### src/rtl/logic_result_skid_32_pkg.sv
// rtl/logic_result_skid_32_pkg.sv - shared widths and entry record for the AND-result skid buffer
package logic_result_skid_32_pkg;

  localparam int DATA_W = 32;
  localparam int DEPTH  = 2;
  localparam int TAG_W  = 4;

  localparam logic [1:0] COUNT_EMPTY = 2'd0;
  localparam logic [1:0] COUNT_FULL  = 2'd2;

  typedef struct packed {
    logic [DATA_W-1:0] y;
    logic              zero;
    logic [TAG_W-1:0]  tag;
  } entry_t;

endpackage

### src/rtl/logic_result_skid_32_zero_detect.sv
// rtl/logic_result_skid_32_zero_detect.sv - wide NOR producing the zero flag for a result word
module zero_detect_32
  import logic_result_skid_32_pkg::*;
(
  input  logic [DATA_W-1:0] data,
  output logic              zero
);

  assign zero = ~|data;

endmodule

### src/rtl/logic_result_skid_32.sv
// rtl/logic_result_skid_32.sv - two-entry skid buffer annotating AND results with zero flag and tag
module logic_result_skid_32
  import logic_result_skid_32_pkg::*;
(
  input  logic              CLK,
  input  logic              RST,
  input  logic              IN_VALID,
  output logic              IN_READY,
  input  logic [DATA_W-1:0] IN_Y,
  output logic              OUT_VALID,
  input  logic              OUT_READY,
  output logic [DATA_W-1:0] OUT_Y,
  output logic              OUT_ZERO,
  output logic [TAG_W-1:0]  OUT_TAG,
  output logic [1:0]        COUNT
);

  entry_t           entry_q [DEPTH];
  entry_t           entry_d [DEPTH];
  logic             wptr_q, wptr_d;
  logic             rptr_q, rptr_d;
  logic [1:0]       count_q, count_d;
  logic [TAG_W-1:0] tag_q, tag_d;
  logic             rdy_q, rdy_d;

  logic   in_zero;
  logic   push;
  logic   pop;
  entry_t head;

  zero_detect_32 u_zero_detect (
    .data (IN_Y),
    .zero (in_zero)
  );

  // rdy_q holds IN_READY low through reset and releases it on the first edge after
  assign IN_READY  = rdy_q & (count_q != COUNT_FULL);
  assign OUT_VALID = (count_q != COUNT_EMPTY);
  assign push      = IN_VALID & IN_READY;
  assign pop       = OUT_VALID & OUT_READY;

  always_comb begin
    entry_d = entry_q;
    wptr_d  = wptr_q;
    rptr_d  = rptr_q;
    count_d = count_q;
    tag_d   = tag_q;
    rdy_d   = 1'b1;

    if (push) begin
      entry_d[wptr_q] = '{y: IN_Y, zero: in_zero, tag: tag_q};
      wptr_d          = ~wptr_q;
      tag_d           = tag_q + 1'b1;
    end

    if (pop) begin
      rptr_d = ~rptr_q;
    end

    case ({push, pop})
      2'b10:   count_d = count_q + 2'd1;
      2'b01:   count_d = count_q - 2'd1;
      default: count_d = count_q;
    endcase
  end

  always_ff @(posedge CLK or posedge RST) begin
    if (RST) begin
      entry_q <= '{default: '0};
      wptr_q  <= 1'b0;
      rptr_q  <= 1'b0;
      count_q <= COUNT_EMPTY;
      tag_q   <= '0;
      rdy_q   <= 1'b0;
    end else begin
      entry_q <= entry_d;
      wptr_q  <= wptr_d;
      rptr_q  <= rptr_d;
      count_q <= count_d;
      tag_q   <= tag_d;
      rdy_q   <= rdy_d;
    end
  end

  // Head is a mux of registered entries, so nothing from IN_* reaches OUT_* in the same cycle
  assign head     = entry_q[rptr_q];
  assign OUT_Y    = head.y;
  assign OUT_ZERO = head.zero;
  assign OUT_TAG  = head.tag;
  assign COUNT    = count_q;

endmodule
### config.mk
export PLATFORM = sky130hd
export DESIGN_NAME = logic_result_skid_32
export DESIGN_NICKNAME = d
export VERILOG_FILES = /design/src/rtl/logic_result_skid_32_pkg.sv /design/src/rtl/logic_result_skid_32_zero_detect.sv /design/src/rtl/logic_result_skid_32.sv
export SDC_FILE = /design/constraint.sdc
export NUM_CORES = 1
export LEC_CHECK = 0
export CAP_MARGIN = 20
export CORE_MARGIN = 2
export CORE_UTILIZATION = 25
export CTS_CLUSTER_SIZE = 20
export DETAILED_ROUTE_END_ITERATION = 8
export SLEW_MARGIN = 20
export SYNTH_ARGS = -nofsm -noshare
export SYNTH_HDL_FRONTEND = slang
export SYNTH_SLANG_ARGS = --single-unit
export TNS_END_PERCENT = 10
### constraint.sdc
create_clock -name CLK -period 6.7 [get_ports CLK]
set_clock_uncertainty 0.2 [all_clocks]
set_input_delay 1.005 -clock CLK [delete_from_list [all_inputs] [get_ports CLK]]
set_output_delay 1.005 -clock CLK [all_outputs]
set_load 0.05 [all_outputs]
==> results of run 1 <==
-- synth_stat cells --
| cell type | instances |
|---|---|
| dfrtp_1 | 83 |
| mux2_2 | 81 |
| mux2_4 | 29 |
| nor4_1 | 9 |
| buf_6 | 7 |
| xnor2_1 | 5 |
| inv_1 | 4 |
| clkbuf_1 | 3 |
| xor2_1 | 3 |
| buf_1 | 2 |
| ha_1 | 2 |
| nand4_1 | 2 |
| nor2_1 | 2 |
| o31ai_1 | 2 |
| o41ai_1 | 2 |
| or4_1 | 2 |
| and2_1 | 1 |
| buf_4 | 1 |
| conb_1 | 1 |
| nand3_1 | 1 |
| nand4b_1 | 1 |
| nor2b_2 | 1 |
| or2_2 | 1 |
| or3_1 | 1 |
-- kinds of logic after synthesis --
family | share of synthesized area, %
XOR/XNOR | 1.84
adder cells (fa/ha/maj) | 0.657
multiplexers | 35.4
AND/OR/NAND/NOR | 3.48
flip-flops | 54.5
other | 0.0985
AO/OA/AOI/OAI | 0.854
buffers and inverters | 3.15
-- per-stage QoR --
| stage | setup WS, ns | hold slack [ns] | instance area (sq um) | cells |
|---|---|---|---|---|
| after floorplan | 3.36 | 0.255 | 3810 | 246 |
| after global placement | 3.11 | 0.272 | 4710 | 498 |
| after detailed placement | 3.17 | 0.287 | 4730 | 499 |
| after CTS | 2.95 | 0.305 | 5070 | 515 |
| after global routing | 2.90 | 0.310 | 5080 | 515 |
| final | 3.02 | 0.298 | 5080 | 515 |
-- registers in the layout (all words and copies together), names as in the netlist --
name and flops:
entry_q 74, COUNT 2, rptr_q 1, tag_q 4
wptr_q 1, rdy_q 1
-- final cells by class --
type | count | area share [%]
timing repair buffer | 78 | 15.6
sequential | 83 | 40.9
multi-input combinational | 146 | 31.8
inverter | 4 | 0.320
clock inverter | 7 | 2.29
clock buffer | 9 | 4.44
tap | 188 | 4.63
-- per-layer routing --
metal  vias up  track usage, %  part of all wire, %
met4         0            5.24                  2.2
li1       1039               -                    -
met1      1139            13.7                   48
met3        11            2.76                  4.1
met2        46            14.8                   46
met5         -               0                    0
-- cell usage in the layout, fill, tap and decap left out, types with 2 or more instances in the layout --
cell	n
nor2_1	2
bufinv_16	3
nand4_1	2
ha_1	2
o31ai_1	2
clkbuf_16	9
mux2_2	81
xnor2_1	5
o41ai_1	2
clkdlybuf4s50_1	76
xor2_1	3
dfrtp_1	82
inv_1	3
nor4_1	9
clkinv_2	3
mux2_4	29
or4_2	2
-- final timing paths --
| kind | endpoint | slack, ns | cells after the start |
|---|---|---|---|
| worst max-delay path | OUT_Y[30] | 3.02 | 2 |
| worst min-delay path | entry_q[64] | 0.30 | 1 |
| worst max register to register | entry_q[12] | 4.21 | 4 |
| worst min register to register | entry_q[64] | 0.30 | 1 |
| max in group asynchronous | rptr_q | 4.75 | 3 |
| min in group asynchronous | entry_q[49] | 0.97 | 3 |
==> out/metrics.yaml, run 1 <==
status:
  status: "completed"
global_route:
  gr-total-overflow: 0
  grt_pass1_vias: 2363
  grt_usage_pct: 10.1
  grt_max_degree: 84
  antenna_found_initial: 0
  grt_pass1_wl_mm: 12.6
timing:
  finalSetupTns_ns: 0
  worst_slew_pin_slew_ns: 0.946
  maxSlewViolCount: 0
  fin_crit_sh_pct: 55.0
  slew_headroom_pct: 36.9
  rsz0062_at_grt: "no"
  min_period_ns: 3.68
  final_hold_viol_count: 0
  setup_viol: 0
  fmax_mhz: 271
critical_path:
  worstPathArrival_ns: 2.48
  critical_path.slowest_cell: "dfrtp_2"
  critPathRequiredTime_ns: 5.49
  path_buf_inv: 1
  cp_top_family: "flip-flops"
  startpoint_type: "flop"
  critPathMaxStageDelay_ns: 0.98
  end_kind: "output pin"
  rr_startpoint: "COUNT[1]"
  worstPathMaxFanout: 38
  crit_type: "flop to output pin"
  crit_start: "rptr_q"
  worstPathCellList: "mux2_2, clkdlybuf4s50_1"
die:
  rows: 45
  io_pins: 77
  die-area_sq_um: 16200
  core_area_sq_um: 15000
  start_util_pct: 25.3
  die_w_microns: 127
  die_y_microns: 127
cts:
  clockBufferDepth: 2
  cts_setup_buffers: 0
  cts_hold_buf: 0
  cts_max_level: 3
  cts-resized-gates: 0
  cts-root-buf: "clkbuf_16"
  cts_tree: "done"
  clk-insertion-delay-late_ns: 0.34
  cts_buffers: 9
  clock-sinks: 83
  path_clk_slew_ns: 0.06
detailed_routing:
  postRouteAntennaNets: 0
  viasPerCell: 4.34
  vias: 2235
  wl_mm: 7.86
  first_pass_iters: 4
  wl_per_cell_microns: 15.3
  drc: 0
  initialDrtViolationCount: 41
worst_hold_path:
  hp-class: "flop to flop"
  hold_start: "entry_q[64]"
place:
  hpwl_mm: 5.30
  place.gp.congestion: 0.717
  port_buffers: 76
layout:
  fillCellCount: 1473
  area_delta_synth_final_pct: 33.3
  final_util_pct: 33.8
  nNetsFinal: 360
  drive_gt1_share_pct: 41.0
  multi_input_area_sq_um: 1610
  regArea_sq_um: 2080
  diodes: 0
job:
  drv_cap: 0
synth:
  yosysTopAreaCell: "dfrtp_1"
  ys_types: 24
  syn_inst: 246
  avgSynthCellArea_sq_um: 15.5
  synth_area_leaders: "dfrtp_1 55%, mux2_2 24%, mux2_4 11%"
  synth_area_sq_um: 3810
  synth_top_area_share_pct: 54.5
  synth_nets: 284
  ys_warn_count: 0
  seq_area_frac_synth_pct: 54.5
  yosys_register_bits: 83
Power of run 1 is not shown: default switching activity piles up to over one toggle a cycle in this logic, so the estimate is an artifact.
==> run 2: changes to the inputs <==
Clock period 6.7 ns to 3.3 ns, I/O delays scaled along.
==> out/metrics.yaml, run 2 (synthesized netlist as in run 1, its figures left out) <==
detailed_routing:
  viasPerCell: 4.35
  vias: 2255
  wl_per_cell_microns: 15.6
  initialDrtViolationCount: 45
  wl_mm: 8.09
  postRouteAntennaNets: 0
  first_pass_iters: 4
  drc: 0
critical_path:
  startpoint_type: "flop"
  worstPathCellList: "buf_4, mux2_2, clkdlybuf4s50_1"
  worstPathArrival_ns: 2.17
  critPathMaxStageDelay_ns: 0.70
  critical_path.slowest_cell: "clkdlybuf4s50_1"
  end_kind: "output pin"
  worstPathMaxFanout: 11
  critPathRequiredTime_ns: 2.60
  crit_type: "flop to output pin"
status:
  status: "completed"
place:
  post-place-ws_ns: 0.528
  hpwl_mm: 5.49
  port_buffers: 76
  place.gp.congestion: 0.725
  placed_cell_area_sq_um: 4770
cts:
  cts_hold_buf: 0
  clockBufferDepth: 2
  cts-root-buf: "clkbuf_16"
  cts_max_level: 3
  cts-resized-gates: 0
  path_clk_slew_ns: 0.06
  clk-insertion-delay-late_ns: 0.34
  cts_setup_buffers: 0
  cts_buffers: 9
  clock-sinks: 83
  cts_tree: "done"
die:
  io_pins: 77
  die-area_sq_um: 16200
  die_w_microns: 127
  rows: 45
  core_area_sq_um: 15000
  die_y_microns: 127
  start_util_pct: 25.3
global_route:
  antenna_found_initial: 0
  grt_pass1_vias: 2455
  grt_pass1_wl_mm: 13.1
  grt_max_degree: 44
  grt_usage_pct: 10.8
  gr-total-overflow: 0
timing:
  rsz0062_at_grt: "no"
  fin_crit_sh_pct: 86.8
  finalSetupTns_ns: 0
  maxSlewViolCount: 0
  slew_headroom_pct: 50.4
  layout_setup_ws_ns: 0.436
  final_hold_viol_count: 0
  min_period_ns: 2.86
  worst_slew_pin_slew_ns: 0.743
  fmax_mhz: 349
  setup_viol: 0
layout:
  final_util_pct: 33.9
  top_register: "entry_q"
  nNetsFinal: 363
  regArea_sq_um: 2080
  largest_reg_flops: 74
  diodes: 0
  fillCellCount: 1450
  drive_gt1_share_pct: 41.5
  area_delta_synth_final_pct: 33.8
  multi_input_area_sq_um: 1610
  fin_area_sq_um: 5090
  final_common_cell: "dfrtp_1"
  layout_common_cells: "82 x dfrtp_1, 81 x mux2_2, 76 x clkdlybuf4s50_1"
worst_hold_path:
  hp-class: "flop to flop"
job:
  drv_cap: 0
run 2: cell types whose count changed in the layout (fill, tap and decap cells not counted), sizes merged:
cell,previous run,this run
clkinvlp,1,0
clkbuf,9,11
buf,2,5
bufinv,3,2
run 2: cell type report:
class	count	area share [%]
Sequential cell	83	40.8
Multi-Input combinational cell	146	31.7
Timing Repair Buffer	81	16.2
Clock buffer	11	4.96
Tap cell	188	4.62
Clock inverter	5	1.47
Inverter	4	0.319
run 2: path summary, 6_finish.rpt:
check	to	slack, ns	cells past startpoint	from
worst max-delay path	OUT_Y[15]	0.44	3	rptr_q
worst min-delay path	tag_q[3]	0.29	1	tag_q[3]
worst max register to register	entry_q[11]	1.08	4	COUNT[1]
worst min register to register	tag_q[3]	0.29	1	tag_q[3]
max in group asynchronous	rptr_q	1.84	3	RST
min in group asynchronous	entry_q[19]	0.38	2	RST
run 2: per-layer routing:
layer  routed length, microns  track usage (%)  up-vias
li1                         -                -     1044
met1                     3820             13.8     1154
met2                     3770             16.5       49
met3                      368             3.94        8
met4                      127             4.27        0
met5                        0                0        -
run 2: through the flow:
stage | cells | hold WS, ns
after global routing | 518 | 0.312
after global placement | 502 | 0.274
final | 518 | 0.290
after CTS | 518 | 0.295
after floorplan | 246 | 0.255
after detailed placement | 502 | 0.287
run 2: worst max-delay path: cells and delay by family (launching register included):
kind | cells | cell delay [ns]
buffers and inverters | 2 | 0.96
DFF | 1 | 0.49
muxes | 1 | 0.38
Power of run 2 is left out for the same reason.
==> run 3: changes to the inputs <==
==> constraint.sdc (replaced) <==
create_clock -name CLK -period 3.3 [get_ports CLK]
set_clock_uncertainty 0.2 [all_clocks]
set_input_delay 0.825 -clock CLK [delete_from_list [all_inputs] [get_ports CLK]]
set_output_delay 0.825 -clock CLK [all_outputs]
set_load 0.05 [all_outputs]
==> out/metrics.yaml, run 3 (synthesized netlist as in run 1, its figures left out) <==
layout:
  nNetsFinal: 364
  top_register: "entry_q"
  largest_reg_flops: 74
  drive_gt1_share_pct: 51.8
  layout_common_cells: "82 x dfrtp_1, 81 x mux2_2, 41 x buf_4"
  finalNonFillerCells: 518
  diodes: 0
  final_common_cell: "dfrtp_1"
  area_delta_synth_final_pct: 31.1
detailed_routing:
  top_layer: "met4"
  wl_per_cell_microns: 15.5
  first_pass_iters: 4
  initialDrtViolationCount: 63
  wl_mm: 8.02
  drc: 0
  drt-met1-wl_mm: 3.77
  vias: 2270
  viasPerCell: 4.38
  postRouteAntennaNets: 0
  wl_met2_mm: 3.70
  wl_met3_microns: 396
critical_path:
  critical_path.slowest_cell: "clkdlybuf4s50_1"
  worstPathArrival_ns: 1.93
  rr_worst_depth: 4
  crit_type: "flop to output pin"
  critPathRequiredTime_ns: 2.27
  path_buf_inv: 1
  crit_cells: 3
  startpoint_type: "flop"
  worstPathCellList: "nor2b_2, nor2_1, clkdlybuf4s50_1"
  worstPathMaxFanout: 8
  end_kind: "output pin"
  cp_top_family: "buffers and inverters"
  critPathMaxStageDelay_ns: 0.83
global_route:
  antenna_found_initial: 0
  grt_pass1_vias: 2478
  gr-total-overflow: 0
  grt_max_degree: 44
  grt_usage_pct: 10.7
  grt_pass1_wl_mm: 13.2
die:
  die_w_microns: 127
  die-area_sq_um: 16200
  io_pins: 77
  start_util_pct: 25.3
  rows: 45
  die_y_microns: 127
  core_area_sq_um: 15000
timing:
  slew_headroom_pct: 51.2
  maxSlewViolCount: 0
  setup_viol: 0
  final_hold_viol_count: 0
  finalSetupTns_ns: 0
  fin_crit_sh_pct: 89.5
  fmax_mhz: 339
  rsz0062_at_grt: "no"
  min_period_ns: 2.95
  worst_slew_pin_slew_ns: 0.730
cts:
  cts_tree: "done"
  cts_max_level: 3
  clk-insertion-delay-late_ns: 0.33
  clockBufferDepth: 2
  cts_setup_buffers: 0
  cts-resized-gates: 0
  path_clk_slew_ns: 0.06
  cts-root-buf: "clkbuf_16"
  clock-sinks: 83
  cts_hold_buf: 0
  cts_buffers: 9
worst_hold_path:
  hold_depth: 1
  hp-class: "flop to flop"
place:
  port_buffers: 76
  dp_cells: 503
  place.gp.congestion: 0.700
  hpwl_mm: 5.54
status:
  status: "completed"
job:
  drv_cap: 0
==> run 3: layout make-up <==
type / instances / area [sq um]
sequential: 83 / 2080
inverter: 4 / 16.3
timing repair buffer: 82 / 738
fill: 1467 / 10000
clock buffer: 13 / 250
clock inverter: 2 / 60.1
multi-input combinational: 146 / 1610
tap: 188 / 235
==> run 3: per-layer routing <==
| metal | GRT usage, % | vias up |
|---|---|---|
| li1 | - | 1051 |
| met1 | 13.9 | 1160 |
| met2 | 16.3 | 47 |
| met3 | 3.77 | 12 |
| met4 | 3.94 | 0 |
| met5 | 0 | - |
==> run 3: path summary, 6_finish.rpt <==
path / start / slack (ns) / to
worst max register to register: COUNT[1] / 1.20 / entry_q[18]
worst min register to register: tag_q[3] / 0.29 / tag_q[3]
worst min-delay path: tag_q[3] / 0.29 / tag_q[3]
min in group asynchronous: RST / 0.72 / entry_q[49]
worst max-delay path: COUNT[1] / 0.35 / IN_READY
max in group asynchronous: RST / 1.50 / rptr_q
==> run 3: stage by stage <==
step	instance area, sq um	setup WS (ns)	util, %	hold slack, ns
floorplan	3810	0.138	-	0.255
global placement	4680	0.309	31.1	0.274
detailed placement	4680	0.283	31.1	0.285
CTS	4990	0.316	33.2	0.293
global route	4990	0.280	33.2	0.312
finish	4990	0.347	33.2	0.287
Power of run 3 is left out for the same reason.
==> patch, RTL diff (config.mk and constraints of run 2) <==
The package constant `DATA_W` goes from 32 to 48.
--- a/src/rtl/logic_result_skid_32_pkg.sv
+++ b/src/rtl/logic_result_skid_32_pkg.sv
@@ -1,7 +1,7 @@
 // rtl/logic_result_skid_32_pkg.sv - shared widths and entry record for the AND-result skid buffer
 package logic_result_skid_32_pkg;
 
-  localparam int DATA_W = 32;
+  localparam int DATA_W = 48;
   localparam int DEPTH  = 2;
   localparam int TAG_W  = 4;
 
Interface: changed (resized IN_Y and OUT_Y); port bits go from 77 to 109. No check against the original RTL was run, so the function may have changed too.
==> patch against run 2 <==
- via count increased by 41%
- final area increased by 43%
- global-route usage increased by 1.3 points
- largest cell class unchanged
- sequential cell count grew 32
- area after synthesis up 40%
- critical path type unchanged
- first-iteration DRC count up 100%
- non-clock buffer count up 33
- maximum frequency down 9.0%
- worst setup slack got worse by 0.28 ns
- utilization increased by 0.97 points
- routed wire length increased by 56%
Power is not shown: default switching activity piles up to over one toggle a cycle in this logic, so the estimate is an artifact.
==> patch: results (changes against run 2) <==
placed wire-length estimate -> 8370 microns (+53%)
number of global-route vias before repair -> 3642 (+48%)
GPL Wtd Cong -> 0.743 (+2.5%)
Post-CTS Setup Bufs -> 0 (unchanged)
Reg with most FFs -> entry_q
gr usage total -> 12.1% (+1.3 points)
max FFs per register -> 106 (+43%)
Synth Warn # -> 0 (unchanged)
Antenna Cells -> 0 (unchanged)
first-pass GRT wire length -> 20400 microns (+55%)
top cells by count, synth -> dfrtp_1, mux2_2, mux2_4, nor4_1, buf_6
via count -> 3190 (+41%)
clk_lat worst skew -> 0.40 ns (+0.06 ns)
CTS buffer count -> 17 (+8)
initial drt markers -> 91 (+100%)
setup TNS -> 0 ns (unchanged)
root buffer cell -> clkbuf_16
largest net degree at the start of global routing -> 72 (+64%)
routed len/inst -> 17.1 microns (+9.3%)
FF-to-FF path depth -> 4 (unchanged)
fraction of layout cells with a size suffix above 1 -> 42.8% (+1.3 points)
ys async rst share -> 100% (unchanged)
slew margin rel. -> 51.7% (+1.3 points)
DRT Pass-1 Iters -> 4 (unchanged)
antenna violations before repair -> 0 (unchanged)
net count reported at finish -> 506 (+39%)
Clock transition at path regs -> 0.05 ns
CTS max path bufs -> 2 (unchanged)
Synth cell types -> 23 (-4.2%)
Mapped Nets -> 390 (+37%)
Setup violations, final -> 0 (unchanged)
register area share after synthesis -> 54.1% (-0.42 points)
Synth Flop Type -> dfrtp_1
Rows -> 53 (+18%)
Worst EP arrival -> 2.45 ns (+0.28 ns)
PortBufs -> 108 (+42%)
PostCTS Resize Cnt -> 0 (unchanged)
status -> finished, final reports clean
depth of the CTS H-tree -> 4 (+1)
Hold Crit Class -> in2async
Critical Path Max Stage Delay -> 0.70 ns (about the same)
critical path's slowest cell -> clkdlybuf4s50_1
DP Worst Slack -> 0.554 ns (+0.0258 ns)
top cells by area, synth -> dfrtp_1, mux2_2, mux2_4, buf_6, nor4_1
placed instance area -> 6690 sq um (+40%)
critical path peak fanout -> 17 (+6)
[patch: cell count changes after synthesis, moves of 3 or more]
| cell | before | now |
|---|---|---|
| nor4_1 | 9 | 12 |
| mux2_4 | 29 | 47 |
| nand2_1 | 0 | 3 |
| mux2_2 | 81 | 111 |
| buf_2 | 0 | 5 |
| buf_6 | 7 | 11 |
| dfrtp_1 | 83 | 115 |
| nor2_1 | 2 | 5 |
[patch: through the flow]
step | util [%] | cells
floorplan | - | 336
global placement | 31.9 | 708
detailed placement | 31.9 | 708
CTS | 34.9 | 740
global route | 34.9 | 740
finish | 34.9 | 740
[patch: metal layers]
layer	wire, microns	part of all wire, %	track usage (%)
met5	0	0	0
met1	5450	43	14.6
met2	6360	50	20.0
met3	552	4.4	3.35
met4	264	2.1	5.52
[patch: cell families (layout without fill, tap and decap cells)]
family / count (synthesis) / after routing / share of synthesized area [%]
AOI/OAI and AO/OA: 6 / 6 / 1.60
buffers and inverters: 21 / 150 / 3.15
DFF: 115 / 115 / 54.1
and+or+nand+nor: 26 / 26 / 2.66
other: 1 / 1 / 0.0705
muxes: 158 / 158 / 36.8
adders and majority gates: 2 / 2 / 0.471
xor gates and xnor gates: 7 / 7 / 1.15
[patch: path summary, 6_finish.rpt]
path	slack, ns	to	from
worst max-delay path	0.15	OUT_Y[32]	rptr_q
worst min-delay path	0.18	entry_q[89]	RST
worst max register to register	1.35	COUNT[1]	COUNT[0]
worst min register to register	0.30	tag_q[3]	tag_q[3]
max in group asynchronous	1.99	entry_q[98]	RST
min in group CLK	0.30	tag_q[3]	tag_q[3]
[patch: layout make-up]
class | instances | area, sq um
clock buffers | 23 | 488
repair buffers | 114 | 1180
well taps | 275 | 344
clock inverters | 9 | 126
multi-input cells | 200 | 2270
flip-flops and latches | 115 | 2880
fillers | 2041 | 13700
inverters | 4 | 18.8
[patch: worst max-delay path: cells and delay by family (launching register included)]
kind	cells	cell delay [ns]
buffers and inverters	2	1.03
DFF	1	0.63
muxes	1	0.37
